[config.mk]
export PLATFORM = sky130hd
export DESIGN_NAME = mem_access_unit_flat
export DESIGN_NICKNAME = d
export VERILOG_FILES = /design/src/rtl/mem_access_unit_if.sv /design/src/rtl/mem_access_unit.sv /design/src/flat_wrapper.sv
export SDC_FILE = /design/constraint.sdc
export NUM_CORES = 1
export LEC_CHECK = 0
export CORE_MARGIN = 10
export CORE_UTILIZATION = 44
export CTS_CLUSTER_DIAMETER = 60
export DETAILED_ROUTE_END_ITERATION = 8
export PLACE_DENSITY_LB_ADDON = 0.3
export SYNTH_ARGS = -nofsm -noshare
export SYNTH_HDL_FRONTEND = slang
export SYNTH_SLANG_ARGS = --single-unit
[constraint.sdc]
create_clock -name clk -period 2 [get_ports clk]
set_input_delay 0.4 -clock clk [delete_from_list [all_inputs] [get_ports clk]]
set_output_delay 0.4 -clock clk [all_outputs]
set_load 0.02 [all_outputs]
[src/rtl/mem_access_unit_if.sv]
// Control-side and memory-side signals of the load/store access unit.
// Handshake: req is sampled only when busy=0 and is never queued; done pulses
// for one cycle per accepted req; a memory beat completes on a cycle with mem_en=1 and mem_ready=1.
interface mem_access_unit_if;
  logic        req;
  logic        we;
  logic [1:0]  size;
  logic        sign_ext;
  logic [31:0] addr;
  logic [31:0] wdata;
  logic        busy;
  logic        done;
  logic        err_align;
  logic        err_timeout;
  logic [31:0] rdata;
  logic [31:0] mem_addr;
  logic        mem_en;
  logic [3:0]  mem_be;
  logic [31:0] mem_wdata;
  logic [31:0] mem_rdata;
  logic        mem_ready;

  modport slave (
    input  req, we, size, sign_ext, addr, wdata, mem_rdata, mem_ready,
    output busy, done, err_align, err_timeout, rdata, mem_addr, mem_en, mem_be, mem_wdata
  );

  modport master (
    output req, we, size, sign_ext, addr, wdata, mem_rdata, mem_ready,
    input  busy, done, err_align, err_timeout, rdata, mem_addr, mem_en, mem_be, mem_wdata
  );
endinterface

[src/rtl/mem_access_unit.sv]
// Multicycle-CPU load/store unit: issues one word-wide memory access per request,
// tolerates wait states with a timeout, and extends load data for the MDR.
module mem_access_unit #(
  parameter int MAX_WAIT = 15
) (
  input  logic               clk,
  input  logic               rst_n,
  mem_access_unit_if.slave   bus,
  output logic [1:0]         o_dbg_state
);

  localparam int CW = (MAX_WAIT < 2) ? 1 : $clog2(MAX_WAIT);
  localparam logic [CW-1:0] LAST_WAIT = CW'(MAX_WAIT - 1);

  typedef enum logic [1:0] {
    S_IDLE   = 2'd0,
    S_ACCESS = 2'd1,
    S_DONE   = 2'd2
  } state_t;

  state_t      r_state;
  state_t      w_next;

  logic        r_we;
  logic [1:0]  r_size;
  logic        r_sign;
  logic [31:0] r_addr;
  logic [31:0] r_wdata;
  logic [3:0]  r_be;
  logic [CW-1:0] r_wait;
  logic [31:0] r_rdata;
  logic        r_err_align;
  logic        r_err_timeout;

  logic        w_misalign;
  logic [3:0]  w_be_req;
  logic [31:0] w_wdata_req;
  logic [7:0]  w_byte;
  logic [15:0] w_half;
  logic [31:0] w_load;

  assign w_misalign = (bus.size == 2'b11) ||
                      (bus.size == 2'b01 && bus.addr[0]) ||
                      (bus.size == 2'b10 && bus.addr[1:0] != 2'b00);

  // Byte enables are only meaningful for stores; loads always read the whole word.
  always_comb begin
    w_be_req    = 4'b0000;
    w_wdata_req = bus.wdata;
    case (bus.size)
      2'b00: begin
        w_wdata_req = {4{bus.wdata[7:0]}};
        if (bus.we) w_be_req = 4'b0001 << bus.addr[1:0];
      end
      2'b01: begin
        w_wdata_req = {2{bus.wdata[15:0]}};
        if (bus.we) w_be_req = bus.addr[1] ? 4'b1100 : 4'b0011;
      end
      2'b10: begin
        if (bus.we) w_be_req = 4'b1111;
      end
      default: begin
        w_be_req = 4'b0000;
      end
    endcase
  end

  assign w_byte = bus.mem_rdata[{r_addr[1:0], 3'b000} +: 8];
  assign w_half = bus.mem_rdata[{r_addr[1], 4'b0000} +: 16];

  always_comb begin
    case (r_size)
      2'b00:   w_load = {{24{r_sign & w_byte[7]}}, w_byte};
      2'b01:   w_load = {{16{r_sign & w_half[15]}}, w_half};
      default: w_load = bus.mem_rdata;
    endcase
  end

  always_ff @(posedge clk or negedge rst_n) begin
    if (!rst_n) r_state <= S_IDLE;
    else        r_state <= w_next;
  end

  always_comb begin
    w_next = r_state;
    case (r_state)
      S_IDLE: begin
        if (bus.req) w_next = w_misalign ? S_DONE : S_ACCESS;
      end
      S_ACCESS: begin
        if (bus.mem_ready || r_wait == LAST_WAIT) w_next = S_DONE;
      end
      S_DONE:  w_next = S_IDLE;
      default: w_next = S_IDLE;
    endcase
  end

  always_comb begin
    bus.busy        = (r_state != S_IDLE);
    bus.done        = (r_state == S_DONE);
    bus.mem_en      = (r_state == S_ACCESS);
    bus.mem_be      = (r_state == S_ACCESS) ? r_be : 4'b0000;
    bus.mem_addr    = {r_addr[31:2], 2'b00};
    bus.mem_wdata   = r_wdata;
    bus.rdata       = r_rdata;
    bus.err_align   = r_err_align;
    bus.err_timeout = r_err_timeout;
    o_dbg_state     = r_state;
  end

  // Request fields are latched on acceptance; error flags persist until the next request is accepted.
  always_ff @(posedge clk or negedge rst_n) begin
    if (!rst_n) begin
      r_we          <= 1'b0;
      r_size        <= 2'b00;
      r_sign        <= 1'b0;
      r_addr        <= 32'h0;
      r_wdata       <= 32'h0;
      r_be          <= 4'b0000;
      r_wait        <= '0;
      r_rdata       <= 32'h0;
      r_err_align   <= 1'b0;
      r_err_timeout <= 1'b0;
    end else begin
      case (r_state)
        S_IDLE: begin
          if (bus.req) begin
            r_we          <= bus.we;
            r_size        <= bus.size;
            r_sign        <= bus.sign_ext;
            r_addr        <= bus.addr;
            r_wdata       <= w_wdata_req;
            r_be          <= w_be_req;
            r_wait        <= '0;
            r_err_align   <= w_misalign;
            r_err_timeout <= 1'b0;
          end
        end
        S_ACCESS: begin
          if (bus.mem_ready) begin
            if (!r_we) r_rdata <= w_load;
          end else if (r_wait == LAST_WAIT) begin
            r_err_timeout <= 1'b1;
          end else begin
            r_wait <= r_wait + 1'b1;
          end
        end
        default: begin
        end
      endcase
    end
  end

endmodule

[src/flat_wrapper.sv]
// flat-port wrapper written by rule: the top's interface ports become plain ports
module mem_access_unit_flat 
#(
  parameter int MAX_WAIT = 15
)
  (clk, rst_n, o_dbg_state, bus_req, bus_we, bus_size, bus_sign_ext, bus_addr, bus_wdata, bus_mem_rdata, bus_mem_ready, bus_busy, bus_done, bus_err_align, bus_err_timeout, bus_rdata, bus_mem_addr, bus_mem_en, bus_mem_be, bus_mem_wdata);
  mem_access_unit_if bus_i ();
  input  logic clk;
  input  logic rst_n;
  output logic [1:0] o_dbg_state;
  input wire logic [$bits(bus_i.req)-1:0] bus_req;
  input wire logic [$bits(bus_i.we)-1:0] bus_we;
  input wire logic [$bits(bus_i.size)-1:0] bus_size;
  input wire logic [$bits(bus_i.sign_ext)-1:0] bus_sign_ext;
  input wire logic [$bits(bus_i.addr)-1:0] bus_addr;
  input wire logic [$bits(bus_i.wdata)-1:0] bus_wdata;
  input wire logic [$bits(bus_i.mem_rdata)-1:0] bus_mem_rdata;
  input wire logic [$bits(bus_i.mem_ready)-1:0] bus_mem_ready;
  output wire logic [$bits(bus_i.busy)-1:0] bus_busy;
  output wire logic [$bits(bus_i.done)-1:0] bus_done;
  output wire logic [$bits(bus_i.err_align)-1:0] bus_err_align;
  output wire logic [$bits(bus_i.err_timeout)-1:0] bus_err_timeout;
  output wire logic [$bits(bus_i.rdata)-1:0] bus_rdata;
  output wire logic [$bits(bus_i.mem_addr)-1:0] bus_mem_addr;
  output wire logic [$bits(bus_i.mem_en)-1:0] bus_mem_en;
  output wire logic [$bits(bus_i.mem_be)-1:0] bus_mem_be;
  output wire logic [$bits(bus_i.mem_wdata)-1:0] bus_mem_wdata;
  assign bus_i.req = bus_req;
  assign bus_i.we = bus_we;
  assign bus_i.size = bus_size;
  assign bus_i.sign_ext = bus_sign_ext;
  assign bus_i.addr = bus_addr;
  assign bus_i.wdata = bus_wdata;
  assign bus_i.mem_rdata = bus_mem_rdata;
  assign bus_i.mem_ready = bus_mem_ready;
  assign bus_busy = bus_i.busy;
  assign bus_done = bus_i.done;
  assign bus_err_align = bus_i.err_align;
  assign bus_err_timeout = bus_i.err_timeout;
  assign bus_rdata = bus_i.rdata;
  assign bus_mem_addr = bus_i.mem_addr;
  assign bus_mem_en = bus_i.mem_en;
  assign bus_mem_be = bus_i.mem_be;
  assign bus_mem_wdata = bus_i.mem_wdata;
  mem_access_unit #(.MAX_WAIT(MAX_WAIT)) u_core (.clk(clk), .rst_n(rst_n), .bus(bus_i), .o_dbg_state(o_dbg_state));
endmodule
==> results of run 1 <==
[worst max path at each step]
stage                            to  slack, ns  cells after the start
6_report             o_dbg_state[0]       0.11                      2
3_5_place_dp   u_core.bus.rdata[31]      -0.08                      4
2_1_floorplan   u_core.bus.rdata[2]       0.39                      5
4_1_cts               bus_mem_be[2]       0.06                      4
5_1_grt               bus_mem_be[3]      0.009                      4
3_3_place_gp   u_core.bus.rdata[16]       0.01                      4
[kinds of logic after synthesis]
kind of cell             Yosys count  synth area share, %
buffers and inverters             79                 8.21
flip-flops                       112                 51.7
AO/OA/AOI/OAI                     75                 8.44
multiplexers                      35                 6.71
adder cells (fa/ha/maj)            2                0.461
other                              1               0.0691
AND/OR/NAND/NOR                  301                 24.4
[repair_timing]
action / CTS / global route
setup endpoints to repair: 7 / 4
pin swaps: 0 / 0
resized for setup: 7 / 4
setup buffers: 0 / 0
endpoints found under the hold margin: 0 / 0
[per-stage QoR]
stage,total power [W],util [%],worst slack [ns]
finish,0.0105,65.1,0.107
global route,0.0111,65.1,0.00864
CTS,0.0106,65.1,0.0583
detailed placement,0.00870,62.6,-0.0850
global placement,0.00855,62.6,0.00985
floorplan,0.00642,-,0.389
[layout by cell type, fill, tap and decap left out, types with 2 or more instances in the layout]
cell type and count:
sky130_fd_sc_hd__a211oi_1 8, sky130_fd_sc_hd__nand2_1 188, sky130_fd_sc_hd__ha_1 2, sky130_fd_sc_hd__clkdlybuf4s15_1 4, sky130_fd_sc_hd__nor3_1 2, sky130_fd_sc_hd__nor2_1 26, sky130_fd_sc_hd__dfrtp_1 112, sky130_fd_sc_hd__clkinv_2 2
sky130_fd_sc_hd__nor3b_1 8, sky130_fd_sc_hd__nand2b_1 4, sky130_fd_sc_hd__a21oi_1 17, sky130_fd_sc_hd__and3b_1 2, sky130_fd_sc_hd__clkbuf_16 9, sky130_fd_sc_hd__nand3_1 42, sky130_fd_sc_hd__clkdlybuf4s50_1 200, sky130_fd_sc_hd__nand4_1 15
sky130_fd_sc_hd__clkbuf_8 2, sky130_fd_sc_hd__conb_1 2, sky130_fd_sc_hd__buf_12 4, sky130_fd_sc_hd__a221o_1 7, sky130_fd_sc_hd__o21ai_0 33, sky130_fd_sc_hd__mux2_2 7, sky130_fd_sc_hd__a31oi_1 7, sky130_fd_sc_hd__mux2i_1 27
sky130_fd_sc_hd__buf_4 23, sky130_fd_sc_hd__nor2b_1 2, sky130_fd_sc_hd__inv_1 4, sky130_fd_sc_hd__dlygate4sd2_1 3, sky130_fd_sc_hd__clkinvlp_4 2, sky130_fd_sc_hd__and2_1 4
[sequential cells by signal (all words and copies together) (netlist names)]
register                count
u_core.bus.rdata           32
u_core.r_wait               4
u_core.r_be                 4
u_core.bus.err_timeout      1
u_core.r_addr              32
u_core.r_sign               1
u_core.bus.mem_wdata       32
u_core.o_dbg_state          2
u_core.r_we                 1
u_core.bus.err_align        1
u_core.r_size               2
[routing by layer]
layer	vias to the layer above	track usage [%]	wire, um
li1	2344	-	-
met1	2370	22.3	6510
met2	216	33.2	8250
met3	26	8.54	1940
met4	0	7.26	344
met5	-	0	0
[report_power, final]
part | internal, W | leakage, nW | total [W] | switching, W
Combinational | 0.00227 | 2.04 | 0.00491 | 0.00264
Sequential | 0.00314 | 1.40 | 0.00369 | 0.000548
Clock | 0.00104 | 0.148 | 0.00186 | 0.000824
[cell type report]
cell class,count,share of cell area (%)
well taps,168,2.68
multi-input cells,415,27.9
clock buffers,11,3.22
inverters,6,0.287
repair buffers,234,29.6
clock inverters,5,0.701
flip-flops and latches,112,35.7
[worst max-delay path: stages (launching register included)]
cell and delay [ns]:
sky130_fd_sc_hd__dfrtp_1 0.35, sky130_fd_sc_hd__buf_4 0.14, sky130_fd_sc_hd__clkdlybuf4s50_1 0.65
==> flow_results.xml, run 1 <==
<?xml version="1.0" encoding="UTF-8"?>
<metrics>
  <group name="place">
    <metric name="detailed_place_hpwl" unit="um">13300</metric>
    <metric name="numPlacedInstances" unit="">935</metric>
    <metric name="cell_area_placed" unit="um^2">7550</metric>
    <metric name="gp_routability_congestion" unit="">0.833</metric>
    <metric name="numPortBuffers" unit="">208</metric>
  </group>
  <group name="synthesis">
    <metric name="synth_area_leaders" unit="">sky130_fd_sc_hd__dfrtp_1 52%, sky130_fd_sc_hd__nand2_1 13%, sky130_fd_sc_hd__mux2i_1 5.0%, sky130_fd_sc_hd__buf_4 4.7%, sky130_fd_sc_hd__nand3_1 3.9%</metric>
    <metric name="synthesis.yosys.warnings" unit="">0</metric>
    <metric name="synthDistinctLibCells" unit="">37</metric>
    <metric name="synth-edff-count" unit="">0</metric>
    <metric name="syn_inst" unit="">605</metric>
    <metric name="yosys-top-cells-count" unit="">189 x sky130_fd_sc_hd__nand2_1, 112 x sky130_fd_sc_hd__dfrtp_1, 42 x sky130_fd_sc_hd__nand3_1</metric>
    <metric name="synth_seq_cells" unit="">112</metric>
    <metric name="ys.flop_type" unit="">sky130_fd_sc_hd__dfrtp_1</metric>
    <metric name="netlist.top_cell.by_area" unit="">sky130_fd_sc_hd__dfrtp_1</metric>
    <metric name="async_reset_ff_share" unit="%">100</metric>
    <metric name="synthDominantCellAreaShare" unit="%">51.7</metric>
    <metric name="synth.most_common_cell" unit="">sky130_fd_sc_hd__nand2_1</metric>
    <metric name="syn-cell-area" unit="um^2">5430</metric>
    <metric name="synth-seq-area-share" unit="%">51.7</metric>
    <metric name="mean_area_per_synthesized_cell" unit="um^2">8.97</metric>
  </group>
  <group name="grt">
    <metric name="antenna_violations_before_repair" unit="">0</metric>
    <metric name="first_pass_grt_wire_length" unit="um">26900</metric>
    <metric name="grt_start_max_net_pins" unit="">76</metric>
    <metric name="grt_use_total" unit="%">19.9</metric>
    <metric name="grt_pass1_vias" unit="">5137</metric>
    <metric name="globalRoute.totalOverflow" unit="">0</metric>
  </group>
  <group name="worst_setup_path">
    <metric name="worst-endpoint-required" unit="ns">1.60</metric>
    <metric name="slack_of_the_worst_reg_to_reg_path" unit="ns">0.25</metric>
    <metric name="startpoint" unit="">u_core.o_dbg_state[0]</metric>
    <metric name="crit_path_max_fanout" unit="">5</metric>
    <metric name="worst_r2r_endpoint" unit="">u_core.bus.rdata[31]</metric>
    <metric name="crit_path_end_kind" unit="">primary output</metric>
    <metric name="r2r-start" unit="">u_core.r_addr[1]</metric>
    <metric name="startpoint_type" unit="">flip-flop</metric>
    <metric name="cp.arrival" unit="ns">1.49</metric>
    <metric name="worst-r2r-cell-count" unit="">3</metric>
    <metric name="category_of_the_critical_setup_timing_path" unit="">reg -&gt; out</metric>
  </group>
  <group name="sta">
    <metric name="hold-worst-slack" unit="ns">0.0191</metric>
    <metric name="setup_tns" unit="ns">0</metric>
    <metric name="timing.clock.skew" unit="ns">0.00714</metric>
    <metric name="report.final.setup_viol" unit="">0</metric>
    <metric name="min_period_over_period" unit="%">94.6</metric>
    <metric name="timing_hold_violations_final" unit="">0</metric>
    <metric name="number_of_pins_with_negative_max_slew_slack_in_the_final_report" unit="">0</metric>
    <metric name="maxClockFrequency" unit="GHz">0.528</metric>
    <metric name="max_slew_margin" unit="%">52.9</metric>
    <metric name="worst_pin_slew" unit="ns">0.706</metric>
    <metric name="final_period_minus_worst_setup_slack" unit="ns">1.89</metric>
    <metric name="rsz0062_at_grt" unit="">false</metric>
  </group>
  <group name="route">
    <metric name="first_pass_iters" unit="">5</metric>
    <metric name="wl_per_cell" unit="um">17.9</metric>
    <metric name="detailroute.via_count" unit="">4956</metric>
    <metric name="post-route-drc-count" unit="">0</metric>
    <metric name="wirelength" unit="um">17000</metric>
    <metric name="post_drt_via_cell_ratio" unit="">5.21</metric>
    <metric name="final_antenna_net_count" unit="">0</metric>
    <metric name="drtIter0Drc" unit="">371</metric>
  </group>
  <group name="layout">
    <metric name="synthToLayoutAreaGrowth" unit="%">44.8</metric>
    <metric name="drive_above_1_share" unit="%">7.54</metric>
    <metric name="multi_input_comb_area" unit="um^2">2190</metric>
    <metric name="final_instance_area" unit="um^2">7850</metric>
    <metric name="regArea" unit="um^2">2800</metric>
    <metric name="post_layout_instance_count_excluding_filler_cells" unit="">951</metric>
    <metric name="filler_cell_count" unit="">1019</metric>
    <metric name="layout.nets" unit="">884</metric>
    <metric name="antenna-diode-count" unit="">0</metric>
  </group>
  <group name="cts">
    <metric name="ctsHtreeMaxLevel" unit="">3</metric>
    <metric name="cts_root_buffer" unit="">sky130_fd_sc_hd__clkbuf_16</metric>
    <metric name="cts_buffer_depth" unit="">2</metric>
    <metric name="cts_tree" unit="">built</metric>
    <metric name="clock_latency_on_the_worst_skew_pair" unit="ns">0.35</metric>
    <metric name="clkTransAtPathRegs" unit="ns">0.07</metric>
    <metric name="cts.sink_count" unit="">112</metric>
    <metric name="cts.hold.buffers_added" unit="">0</metric>
    <metric name="cts-buffers-inserted" unit="">9</metric>
  </group>
  <group name="floorplanning">
    <metric name="floorplan.die.width" unit="um">131</metric>
    <metric name="cell_row_count" unit="">40</metric>
    <metric name="die_h" unit="um">131</metric>
    <metric name="number_of_i_o_pins" unit="">211</metric>
    <metric name="dieArea" unit="um^2">17200</metric>
    <metric name="fp.coreArea" unit="um^2">12100</metric>
    <metric name="initial_utilization" unit="%">45.0</metric>
  </group>
  <group name="power">
    <metric name="power.density" unit="nW/um^2">1330</metric>
    <metric name="vdd_drop_max" unit="uV">781</metric>
    <metric name="power_leakage" unit="nW">3.58</metric>
  </group>
  <group name="hold_path">
    <metric name="min-delay-path-class" unit="">in -&gt; async</metric>
  </group>
  <group name="status">
    <metric name="result_of_the_run" unit="">finished clean</metric>
  </group>
  <group name="flow_run">
    <metric name="maxcap_viol_count" unit="">0</metric>
  </group>
</metrics>
Power figures use the tool's default switching activity.
==> run 2: changes to the inputs <==
--- a/config.mk
+++ b/config.mk
@@ -5,10 +5,12 @@
 export SDC_FILE = /design/constraint.sdc
 export NUM_CORES = 1
 export LEC_CHECK = 0
+export CORE_ASPECT_RATIO = 1.4
 export CORE_MARGIN = 10
 export CORE_UTILIZATION = 44
 export CTS_CLUSTER_DIAMETER = 60
 export DETAILED_ROUTE_END_ITERATION = 8
+export MAX_ROUTING_LAYER = met4
 export PLACE_DENSITY_LB_ADDON = 0.3
 export SYNTH_ARGS = -nofsm -noshare
 export SYNTH_HDL_FRONTEND = slang
==> flow_results.xml, run 2 (synthesized netlist as in run 1, its figures left out) <==
<?xml version="1.0" encoding="UTF-8"?>
<metrics>
  <group name="worst_setup_path">
    <metric name="crit_path_end_kind" unit="">primary output</metric>
    <metric name="slack_of_the_worst_reg_to_reg_path" unit="ns">0.22</metric>
    <metric name="worst-endpoint-required" unit="ns">1.60</metric>
    <metric name="worst-r2r-cell-count" unit="">5</metric>
    <metric name="category_of_the_critical_setup_timing_path" unit="">reg -&gt; out</metric>
    <metric name="startpoint_type" unit="">flip-flop</metric>
    <metric name="crit_path_max_fanout" unit="">6</metric>
    <metric name="r2r-start" unit="">u_core.r_addr[1]</metric>
    <metric name="worst_r2r_endpoint" unit="">u_core.bus.rdata[1]</metric>
    <metric name="cp.arrival" unit="ns">1.49</metric>
  </group>
  <group name="cts">
    <metric name="cts-buffers-inserted" unit="">9</metric>
    <metric name="cts_tree" unit="">built</metric>
    <metric name="ctsHtreeMaxLevel" unit="">3</metric>
    <metric name="cts.sink_count" unit="">112</metric>
    <metric name="cts_buffer_depth" unit="">2</metric>
    <metric name="cts_root_buffer" unit="">sky130_fd_sc_hd__clkbuf_16</metric>
    <metric name="clock_latency_on_the_worst_skew_pair" unit="ns">0.35</metric>
    <metric name="clkTransAtPathRegs" unit="ns">0.07</metric>
  </group>
  <group name="grt">
    <metric name="grt_use_total" unit="%">20.2</metric>
    <metric name="grt_start_max_net_pins" unit="">55</metric>
    <metric name="grt_pass1_vias" unit="">5171</metric>
    <metric name="antenna_violations_before_repair" unit="">0</metric>
    <metric name="first_pass_grt_wire_length" unit="um">27000</metric>
    <metric name="globalRoute.totalOverflow" unit="">0</metric>
  </group>
  <group name="power">
    <metric name="power_leakage" unit="nW">3.57</metric>
    <metric name="vdd_drop_max" unit="uV">755</metric>
    <metric name="power.density" unit="nW/um^2">1320</metric>
  </group>
  <group name="flow_run">
    <metric name="maxcap_viol_count" unit="">0</metric>
  </group>
  <group name="route">
    <metric name="final_antenna_net_count" unit="">0</metric>
    <metric name="wirelength" unit="um">17000</metric>
    <metric name="wl_per_cell" unit="um">18.3</metric>
    <metric name="post_drt_via_cell_ratio" unit="">5.29</metric>
    <metric name="detailroute.via_count" unit="">4920</metric>
    <metric name="first_pass_iters" unit="">5</metric>
    <metric name="drtIter0Drc" unit="">259</metric>
    <metric name="post-route-drc-count" unit="">0</metric>
  </group>
  <group name="floorplanning">
    <metric name="fp.coreArea" unit="um^2">11900</metric>
    <metric name="die_h" unit="um">151</metric>
    <metric name="initial_utilization" unit="%">45.4</metric>
    <metric name="floorplan.die.width" unit="um">114</metric>
    <metric name="dieArea" unit="um^2">17200</metric>
    <metric name="number_of_i_o_pins" unit="">211</metric>
    <metric name="cell_row_count" unit="">47</metric>
  </group>
  <group name="place">
    <metric name="numPortBuffers" unit="">208</metric>
    <metric name="cell_area_placed" unit="um^2">7530</metric>
    <metric name="gp_routability_congestion" unit="">0.888</metric>
    <metric name="detailed_place_hpwl" unit="um">13500</metric>
    <metric name="numPlacedInstances" unit="">914</metric>
  </group>
  <group name="hold_path">
    <metric name="min-delay-path-class" unit="">in -&gt; async</metric>
  </group>
  <group name="status">
    <metric name="result_of_the_run" unit="">finished clean</metric>
  </group>
  <group name="sta">
    <metric name="maxClockFrequency" unit="GHz">0.530</metric>
    <metric name="timing.clock.skew" unit="ns">0.00964</metric>
    <metric name="number_of_pins_with_negative_max_slew_slack_in_the_final_report" unit="">0</metric>
    <metric name="worst_pin_slew" unit="ns">0.696</metric>
    <metric name="final_period_minus_worst_setup_slack" unit="ns">1.89</metric>
    <metric name="max_slew_margin" unit="%">53.6</metric>
    <metric name="report.final.setup_viol" unit="">0</metric>
    <metric name="timing_hold_violations_final" unit="">0</metric>
    <metric name="min_period_over_period" unit="%">94.4</metric>
    <metric name="rsz0062_at_grt" unit="">false</metric>
  </group>
  <group name="layout">
    <metric name="layout.nets" unit="">884</metric>
    <metric name="drive_above_1_share" unit="%">7.79</metric>
    <metric name="synthToLayoutAreaGrowth" unit="%">43.7</metric>
    <metric name="layout_common_cells" unit="">200 x sky130_fd_sc_hd__clkdlybuf4s50_1, 188 x sky130_fd_sc_hd__nand2_1, 112 x sky130_fd_sc_hd__dfrtp_1</metric>
    <metric name="final_common_cell" unit="">sky130_fd_sc_hd__clkdlybuf4s50_1</metric>
    <metric name="filler_cell_count" unit="">976</metric>
    <metric name="antenna-diode-count" unit="">0</metric>
    <metric name="final_instance_area" unit="um^2">7800</metric>
    <metric name="post_layout_instance_count_excluding_filler_cells" unit="">930</metric>
  </group>
</metrics>
run 2: cell types whose count changed in the layout (fill, tap and decap cells not counted), sizes merged:
cell	delta
inv	+1
clkdlybuf4s15	-3
bufinv	-1
clkbuf	+3
run 2: power by group:
| group | total, W | switching, W | leakage (nW) | internal, W |
|---|---|---|---|---|
| Clock | 0.00171 | 0.000824 | 0.132 | 0.000890 |
| Sequential | 0.00370 | 0.000557 | 1.40 | 0.00314 |
| Combinational | 0.00489 | 0.00262 | 2.04 | 0.00227 |
run 2: metrics by stage:
stage / utilization, % / hold slack, ns / worst slack [ns] / total power [W] / setup TNS [ns]
finish: 65.3 / 0.0196 / 0.112 / 0.0103 / 0
global route: 65.3 / 0.0401 / 0.0201 / 0.0110 / 0
CTS: 65.4 / 0.0199 / 0.0154 / 0.0104 / 0
global placement: 63.1 / 0.387 / 0.0230 / 0.00858 / 0
floorplan: - / 0.104 / 0.389 / 0.00642 / 0
detailed placement: 63.1 / 0.391 / -0.0820 / 0.00871 / -0.906
run 2: worst max-delay path by stage:
stage	start	end	slack (ns)	depth (start not counted)
detailed placement	bus_mem_ready	u_core.bus.rdata[29]	-0.08	5
finish	u_core.o_dbg_state[1]	bus_mem_be[0]	0.11	4
floorplan	u_core.o_dbg_state[1]	u_core.bus.rdata[2]	0.39	5
CTS	u_core.o_dbg_state[1]	bus_mem_be[3]	0.02	4
global route	u_core.o_dbg_state[1]	bus_mem_be[0]	0.02	4
global placement	bus_mem_ready	u_core.bus.rdata[30]	0.02	5
run 2: final cells by class:
cell class / instances / area, um^2 / share of cell area (%)
Inverter: 6 / 22.5 / 0.289
Clock buffer: 11 / 243 / 3.11
Sequential cell: 112 / 2800 / 35.9
Clock inverter: 5 / 41.3 / 0.530
Multi-Input combinational cell: 415 / 2180 / 28.0
Timing Repair Buffer: 234 / 2320 / 29.7
Tap cell: 147 / 184 / 2.36
run 2: critical path, stage by stage (launching register included):
cell                              delay [ns]
sky130_fd_sc_hd__dfrtp_1                0.38
sky130_fd_sc_hd__nand2b_1               0.19
sky130_fd_sc_hd__inv_2                  0.13
sky130_fd_sc_hd__and2_1                 0.14
sky130_fd_sc_hd__clkdlybuf4s15_1        0.31
run 2: repair_timing:
action,in CTS,in global routing
buffers inserted,0,0
hold buffers,0,0
endpoints found under the setup margin,7,4
resized for setup,7,7
run 2: routing by layer:
metal  global-route usage, %  part of all wire, %
met5                       -                    0
met4                    6.41                  2.0
met3                    6.97                  8.7
met2                    33.1                   49
met1                    22.7                   40
==> run 3: changes to the inputs <==
--- a/config.mk
+++ b/config.mk
@@ -5,9 +5,8 @@
 export SDC_FILE = /design/constraint.sdc
 export NUM_CORES = 1
 export LEC_CHECK = 0
-export CORE_ASPECT_RATIO = 1.4
 export CORE_MARGIN = 10
-export CORE_UTILIZATION = 44
+export CORE_UTILIZATION = 40
 export CTS_CLUSTER_DIAMETER = 60
 export DETAILED_ROUTE_END_ITERATION = 8
 export MAX_ROUTING_LAYER = met4
==> flow_results.xml, run 3 (synthesized netlist as in run 1, its figures left out) <==
<?xml version="1.0" encoding="UTF-8"?>
<metrics>
  <group name="power">
    <metric name="vdd_drop_max" unit="uV">757</metric>
    <metric name="power.density" unit="nW/um^2">1310</metric>
    <metric name="p_sw" unit="W">0.00403</metric>
    <metric name="combinational_share_of_power" unit="%">47.6</metric>
    <metric name="clock_power_share" unit="%">17.0</metric>
    <metric name="netSwitchingFraction" unit="%">38.8</metric>
    <metric name="internal_power" unit="W">0.00635</metric>
    <metric name="power_leakage" unit="nW">3.60</metric>
    <metric name="seqPwrFrac" unit="%">35.4</metric>
    <metric name="design_power_total" unit="W">0.0104</metric>
  </group>
  <group name="worst_setup_path">
    <metric name="r2r-start" unit="">u_core.r_addr[1]</metric>
    <metric name="worst-r2r-cell-count" unit="">3</metric>
    <metric name="slack_of_the_worst_reg_to_reg_path" unit="ns">0.24</metric>
    <metric name="buf_inv_stages_crit_path" unit="">2</metric>
    <metric name="worst_r2r_endpoint" unit="">u_core.bus.rdata[19]</metric>
    <metric name="crit_path_end_kind" unit="">primary output</metric>
    <metric name="list_of_cells_traversed_by_the_critical_path" unit="">nand2b_1 &gt; inv_2 &gt; and2_1 &gt; clkdlybuf4s15_1</metric>
    <metric name="category_of_the_critical_setup_timing_path" unit="">reg -&gt; out</metric>
    <metric name="crit_path_max_fanout" unit="">6</metric>
    <metric name="startpoint_type" unit="">flip-flop</metric>
    <metric name="worst-endpoint-required" unit="ns">1.60</metric>
    <metric name="cp_slowest_stage_delay" unit="ns">0.38</metric>
    <metric name="critical_path_s_top_delay_family" unit="">buffers and inverters</metric>
    <metric name="cp_slowest_cell" unit="">sky130_fd_sc_hd__dfrtp_1</metric>
    <metric name="cp.arrival" unit="ns">1.51</metric>
  </group>
  <group name="flow_run">
    <metric name="maxcap_viol_count" unit="">0</metric>
  </group>
  <group name="layout">
    <metric name="filler_cell_count" unit="">1157</metric>
    <metric name="synthToLayoutAreaGrowth" unit="%">45.7</metric>
    <metric name="layout_common_cells" unit="">200 x sky130_fd_sc_hd__clkdlybuf4s50_1, 188 x sky130_fd_sc_hd__nand2_1, 112 x sky130_fd_sc_hd__dfrtp_1</metric>
    <metric name="final_common_cell" unit="">sky130_fd_sc_hd__clkdlybuf4s50_1</metric>
    <metric name="drive_above_1_share" unit="%">8.27</metric>
    <metric name="antenna-diode-count" unit="">0</metric>
    <metric name="layout.nets" unit="">887</metric>
    <metric name="fin_util" unit="%">59.7</metric>
  </group>
  <group name="grt">
    <metric name="globalRoute.totalOverflow" unit="">0</metric>
    <metric name="first_pass_grt_wire_length" unit="um">26600</metric>
    <metric name="grt_pass1_vias" unit="">5138</metric>
    <metric name="antenna_violations_before_repair" unit="">0</metric>
    <metric name="grt_use_total" unit="%">18.5</metric>
    <metric name="grt_start_max_net_pins" unit="">43</metric>
  </group>
  <group name="cts">
    <metric name="cts_root_buffer" unit="">sky130_fd_sc_hd__clkbuf_16</metric>
    <metric name="cts.sink_count" unit="">112</metric>
    <metric name="clock_latency_on_the_worst_skew_pair" unit="ns">0.35</metric>
    <metric name="cts.hold.buffers_added" unit="">0</metric>
    <metric name="postCtsSetupRepairBufs" unit="">0</metric>
    <metric name="clkTransAtPathRegs" unit="ns">0.07</metric>
    <metric name="post_cts_resize_count" unit="">7</metric>
    <metric name="ctsHtreeMaxLevel" unit="">3</metric>
    <metric name="cts_buffer_depth" unit="">2</metric>
    <metric name="cts_tree" unit="">built</metric>
    <metric name="cts-buffers-inserted" unit="">9</metric>
  </group>
  <group name="route">
    <metric name="wl_per_cell" unit="um">17.4</metric>
    <metric name="post-route-drc-count" unit="">0</metric>
    <metric name="detailroute.via_count" unit="">4862</metric>
    <metric name="final_antenna_net_count" unit="">0</metric>
    <metric name="post_drt_via_cell_ratio" unit="">5.05</metric>
    <metric name="wirelength" unit="um">16700</metric>
    <metric name="first_pass_iters" unit="">5</metric>
    <metric name="drtIter0Drc" unit="">347</metric>
  </group>
  <group name="place">
    <metric name="numPortBuffers" unit="">208</metric>
    <metric name="detailed_place_hpwl" unit="um">13100</metric>
    <metric name="gp_routability_congestion" unit="">0.944</metric>
  </group>
  <group name="floorplanning">
    <metric name="fp.coreArea" unit="um^2">13200</metric>
    <metric name="cell_row_count" unit="">42</metric>
    <metric name="die_h" unit="um">136</metric>
    <metric name="number_of_i_o_pins" unit="">211</metric>
    <metric name="initial_utilization" unit="%">41.0</metric>
    <metric name="floorplan.die.width" unit="um">136</metric>
    <metric name="dieArea" unit="um^2">18600</metric>
  </group>
  <group name="sta">
    <metric name="timing_hold_violations_final" unit="">0</metric>
    <metric name="maxClockFrequency" unit="GHz">0.524</metric>
    <metric name="timing.clock.skew" unit="ns">0.0105</metric>
    <metric name="number_of_pins_with_negative_max_slew_slack_in_the_final_report" unit="">0</metric>
    <metric name="max_slew_margin" unit="%">55.8</metric>
    <metric name="hold-worst-slack" unit="ns">0.00153</metric>
    <metric name="rsz0062_at_grt" unit="">false</metric>
    <metric name="min_period_over_period" unit="%">95.5</metric>
    <metric name="final_period_minus_worst_setup_slack" unit="ns">1.91</metric>
    <metric name="report.final.setup_viol" unit="">0</metric>
    <metric name="worst_pin_slew" unit="ns">0.663</metric>
  </group>
  <group name="hold_path">
    <metric name="min-delay-path-class" unit="">in -&gt; async</metric>
  </group>
  <group name="status">
    <metric name="result_of_the_run" unit="">finished clean</metric>
  </group>
</metrics>
-- run 3: cell count changes in the layout (fill, tap and decap cells not counted) --
cell | previous run | this run
sky130_fd_sc_hd__clkinv_4 | 2 | 1
sky130_fd_sc_hd__nand2_4 | 0 | 1
sky130_fd_sc_hd__buf_12 | 5 | 8
sky130_fd_sc_hd__inv_6 | 1 | 3
sky130_fd_sc_hd__clkbuf_1 | 1 | 0
sky130_fd_sc_hd__nand2_2 | 1 | 0
-- run 3: how the worst max path moves through the flow --
stage,startpoint,endpoint,slack [ns],cells after the start
after floorplan,u_core.o_dbg_state[1],u_core.bus.rdata[2],0.39,5
after global placement,bus_mem_ready,u_core.bus.rdata[31],-0.03,5
after detailed placement,bus_mem_ready,u_core.bus.rdata[31],-0.15,5
after CTS,u_core.o_dbg_state[1],bus_mem_be[1],0.03,4
after global routing,u_core.o_dbg_state[1],bus_mem_be[2],0.01,4
final,u_core.o_dbg_state[1],bus_mem_be[2],0.09,4
-- run 3: power by group through the flow --
stage	Combinational [W]	Sequential (W)	Clock [W]
3_3_place_gp	0.00493	0.00367	0
2_1_floorplan	0.00211	0.00431	0
5_1_grt	0.00536	0.00379	0.00192
4_1_cts	0.00501	0.00368	0.00182
3_5_place_dp	0.00502	0.00371	0
6_report	0.00494	0.00367	0.00176
-- run 3: worst register-to-register path, cell delays in order, from the launching register on --
cell and delay, ns:
sky130_fd_sc_hd__dfrtp_1 0.50, sky130_fd_sc_hd__mux2_4 0.36, sky130_fd_sc_hd__o2111ai_2 0.55, sky130_fd_sc_hd__nand3_1 0.19
-- run 3: metrics by stage --
stage	instances	setup TNS [ns]	setup slack, ns	cell area [um^2]
finish	962	0	0.0904	7900
global route	962	0	0.0134	7900
global placement	946	-0.434	-0.0307	7630
floorplan	606	0	0.389	5430
detailed placement	946	-2.13	-0.155	7630
CTS	962	0	0.0337	7910
-- run 3: per-layer routing --
metal,global-route usage (%),part of all wire [%]
met1,21.5,40
met2,28.8,47
met3,6.72,11
met4,6.69,2.2
met5,-,0
-- run 3: area by class of cell --
cell class / instances / area (um^2) / area share (%)
inverters: 6 / 22.5 / 0.285
well taps: 176 / 220 / 2.79
flip-flops and latches: 112 / 2800 / 35.5
clock inverters: 6 / 50.0 / 0.633
multi-input cells: 415 / 2190 / 27.7
clock buffers: 10 / 239 / 3.02
repair buffers: 237 / 2380 / 30.1
==> variant 1: new RTL, settings of run 1 <==
`MAX_WAIT` is set to 15 in 2 places; all go to 30.
--- a/src/rtl/mem_access_unit.sv
+++ b/src/rtl/mem_access_unit.sv
@@ -3,3 +3,3 @@
 module mem_access_unit #(
-  parameter int MAX_WAIT = 15
+  parameter int MAX_WAIT = 30
 ) (
--- a/src/flat_wrapper.sv
+++ b/src/flat_wrapper.sv
@@ -3,3 +3,3 @@
 #(
-  parameter int MAX_WAIT = 15
+  parameter int MAX_WAIT = 30
 )
Formal check against the unedited RTL: no difference found for any inputs over 4 cycles, from zero or initial values and one cycle with rst_n low; that may be too few to reach the edited logic, so the function may still have changed.
==> variant 1 against run 1 <==
The run now ends with hold timing left; sequential cell count is 1 higher; power is 10% higher; clock power is 54% higher; count of clock-buffer cells in the layout is 16 higher; worst hold slack worse by 0.028 ns; non-clock buffer count is 1 higher; worst setup slack worse by 0.026 ns; synthesized area is 2.5% higher; final area is 5.1% higher; first-iteration DRC count is 17% higher; wire length is 5.2% higher.
==> variant 1: results (changes against run 1) <==
- The checks that failed: hold timing.
- The met3 track utilization from global routing came to 9.20% (+0.66 points).
* Post-synthesis adder-cell area fraction: 0.450% (-0.011 points)
- Met1 Track Usage GR: 22.2% (about the same)
- The run finished, with violations left.
* Final Core Density: 65.9% (+0.83 points)
* Multi-input gate share of the layout cell area: 27.4% (-0.44 points)
- Rel. slew slack: 61.5% (+8.6 points)
* Final Wtd Congestion: 0.900 (+8.1%)
- Footprint of the flip-flops and latches: 0.00283 mm^2 (+0.89%)
- Row Count: 41 (+2.5%)
* Final total power: 0.0115 W (+10%)
* CTS buffer count: 17 (+8)
- The non-clock buffer instance count of the final layout is 235 (+0.43%).
* Max incr delay on CP: 0.63 ns (-0.02 ns)
* Multi-Input Combinational: 419 (+0.96%)
- The pre-CTS setup slack is 0.136 ns (+0.221 ns).
- Share of cell area taken by muxes after synthesis: 8.15% (+1.4 points)
* Clock latency at the later pin of the worst-skew pair: 0.41 ns (+0.06 ns)
- Dominant cells by area after synthesis: sky130_fd_sc_hd__dfrtp_1 51%, sky130_fd_sc_hd__nand2_1 13%, sky130_fd_sc_hd__mux2i_1 5.0%
* Final hold slack: -0.00905 ns (-0.0281 ns)
- Number of ordinary inverters in the final layout: 3 (-3)
- Endpoints failing hold: 13 (+13)
* Number of cells on the worst reg-to-reg path: 4 (+1)
- The total of clock buffers placed in the layout was 27 (+16).
- The first-pass GRT wire length is 28500 um (+6.3%).
* Sequential element share of the synthesized area: 50.9% (-0.81 points)
- Layout clock area frac: 6.82% (+2.9 points)
- Clock sink count: 113 (+0.89%)
- Most frequent cells after synthesis: 198 x sky130_fd_sc_hd__nand2_1, 113 x sky130_fd_sc_hd__dfrtp_1, 44 x sky130_fd_sc_hd__nand3_1
* Total via count after detailed routing: 5048 (+1.9%)
- The sequential power is 0.00370 W (about the same).
* Routed metal-1 wire length: 7050 um (+8.3%)
- Crit-path max FO: 6 (+1)
- The via count normalized by instance count came to 5.18 (-0.55%).
* Data-path buffer share of cell area in the final layout: 28.7% (-0.81 points)
- Final setup skew: 0.00591 ns (-0.00123 ns)
- The post-synthesis average cell area is 9.18 um^2 (+2.3%).
- Period utilization: 95.9% (+1.3 points)
* Drt initial violations: 433 (+17%)
* Worst-case vdd ir drop: 0.850 mV (+8.8%)
variant 1: changes by cell type in the layout (fill, tap and decap cells not counted), sizes merged, moves of 5 or more:
cell,change
clkbuf,+16
nor2,-10
nand2,+9
a211oi,-7
a221o,-7
a22o,+7
a22oi,+7
mux2,+7
nand4,-7
o21ai,+7
o22a,+7
a31oi,-6
dlygate4sd2,+5
variant 1: how the worst min path moves through the flow:
stage / start / end
6_report: rst_n / u_core.r_addr[13]$_DFFE_PN0P_
5_1_grt: rst_n / u_core.r_addr[18]$_DFFE_PN0P_
4_1_cts: rst_n / u_core.r_addr[13]$_DFFE_PN0P_
3_5_place_dp: rst_n / u_core.r_addr[13]$_DFFE_PN0P_
3_3_place_gp: rst_n / u_core.bus.rdata[15]$_DFFE_PN0P_
2_1_floorplan: rst_n / u_core.bus.err_align$_DFFE_PN0P_
variant 1: what timing repair did:
action	CTS	global route
gates resized for setup	9	0
buffers inserted	0	0
setup endpoints to repair	7	0
hold buffers	0	0
==> variant 2: new RTL, settings of run 1 <==
Made on the original files. Make the reset (`rst_n`) synchronous in 2 clocked blocks.
--- a/src/rtl/mem_access_unit.sv
+++ b/src/rtl/mem_access_unit.sv
@@ -78,3 +78,3 @@
 
-  always_ff @(posedge clk or negedge rst_n) begin
+  always_ff @(posedge clk) begin
     if (!rst_n) r_state <= S_IDLE;
@@ -111,3 +111,3 @@
   // Request fields are latched on acceptance; error flags persist until the next request is accepted.
-  always_ff @(posedge clk or negedge rst_n) begin
+  always_ff @(posedge clk) begin
     if (!rst_n) begin
Check against the original RTL: differs if rst_n is asserted again (counterexample within 4 cycles, from zero or initial values and one cycle with rst_n low); with rst_n held inactive, the same outputs for 4 cycles.
==> variant 2 against run 1 <==
Worst hold slack improved by 0.44 ns; synthesized cell count increased by 7.3%; wire length increased by 2.7%; sequential cell count unchanged; synthesized area decreased by 5.1%; final area decreased by 4.1%; worst setup slack got worse by 0.029 ns; maximum frequency decreased by 1.5%; highest routed layer unchanged.
Power is not compared: it rests on default switching activity, and its combinational part moved more than twofold at a synthesized area within 25%.
==> variant 2: results (changes against run 1) <==
- Routed metal-1 wire length: 6320 um (-3.0%)
- The initial DRC count came to 500 (+35%).
- Unique masters post-synth: 43 (+16%)
* Arrival time at the worst endpoint: 1.52 ns (+0.03 ns)
- Number of inserted filler cells in the final layout: 987 (-3.1%)
- Cell area after placement: 0.00723 mm^2 (-4.2%)
- The met2 wire length is 8590 um (+4.1%).
- Outcome: finished clean
* Layout cell share with drive strength beyond 1: 7.56% (+0.026 points)
- GR Layer Usage met2: 35.2% (+2.0 points)
- Number of vias per cell: 5.46 (+4.8%)
- The most used flip-flop cell after synthesis is sky130_fd_sc_hd__dfxtp_1.
* Final setup skew: 0.00461 ns (-0.00253 ns)
- The first-pass GRT wire length is 27500 um (+2.4%).
- The post-synthesis compound-gate area fraction was 21.1% (+13 points).
- The peak fanout along the critical path came to 6 (+1).
- Met1 Track Usage GR: 21.1% (-1.2 points)
* End of the worst register-to-register path: u_core.bus.rdata[3]$_SDFFE_PN0P_
- Pin count of the biggest net entering global routing: 73 (-3.9%)
- The area of combinational cells with multiple inputs was 0.00240 mm^2 (+9.8%).
* Layout clock area frac: 4.05% (+0.13 points)
- Half-perimeter wire length after detailed placement: 13200 um (-1.2%)
- The async set-reset flop share out of synthesis was 0% (-100 points).
* Slew at the pin with the worst max-slew slack: 0.504 ns (-0.201 ns)
- Number of ordinary inverters in the final layout: 14 (+8)
- Worst Hold Class: flop to flop
- The worst hold margin is 0.455 ns (+0.436 ns).
- Net count, final: 921 (+4.2%)
* FF-to-FF Start: u_core.r_size[0]$_SDFFE_PN0P_
* Dpl ws: 0.00918 ns (+0.0942 ns)
- The final cell count without fillers was 963 (+1.3%).
- Most frequent cells after synthesis: 160 x sky130_fd_sc_hd__nand2_1, 112 x sky130_fd_sc_hd__dfxtp_1, 77 x sky130_fd_sc_hd__a21oi_1
* Multi-Input Combinational: 444 (+7.0%)
- The mean routed wirelength per cell came to 18.2 um (+1.5%).
* Footprint of the flip-flops and latches: 0.00224 mm^2 (-20%)
- The combined area of all synthesized cells came to 0.00515 mm^2 (-5.1%).
variant 2: cell count changes after synthesis, sizes merged, moves of 8 or more:
cell	run 1	this run
dfrtp	112	0
dfxtp	0	112
a21oi	17	77
nand3	42	6
nand2	189	160
o21ai	33	55
nand4	15	1
inv	5	14
a211oi	8	16
a221oi	0	8
a311oi	0	8
or3	1	9
variant 2: how the worst max path moves through the flow:
stage          slack [ns]                                    to  cells after the start                               start
2_1_floorplan        0.37                         bus_mem_be[0]                      3  u_core.o_dbg_state[1]$_SDFFE_PN0P_
3_3_place_gp         0.08  u_core.bus.mem_wdata[1]$_SDFFE_PN0P_                      6                             bus_req
3_5_place_dp        0.009         u_core.r_addr[3]$_SDFFE_PN0P_                      6                             bus_req
4_1_cts              0.03                              bus_busy                      3  u_core.o_dbg_state[1]$_SDFFE_PN0P_
5_1_grt              0.02                              bus_done                      2  u_core.o_dbg_state[0]$_SDFFE_PN0P_
6_report             0.08                              bus_done                      2  u_core.o_dbg_state[0]$_SDFFE_PN0P_
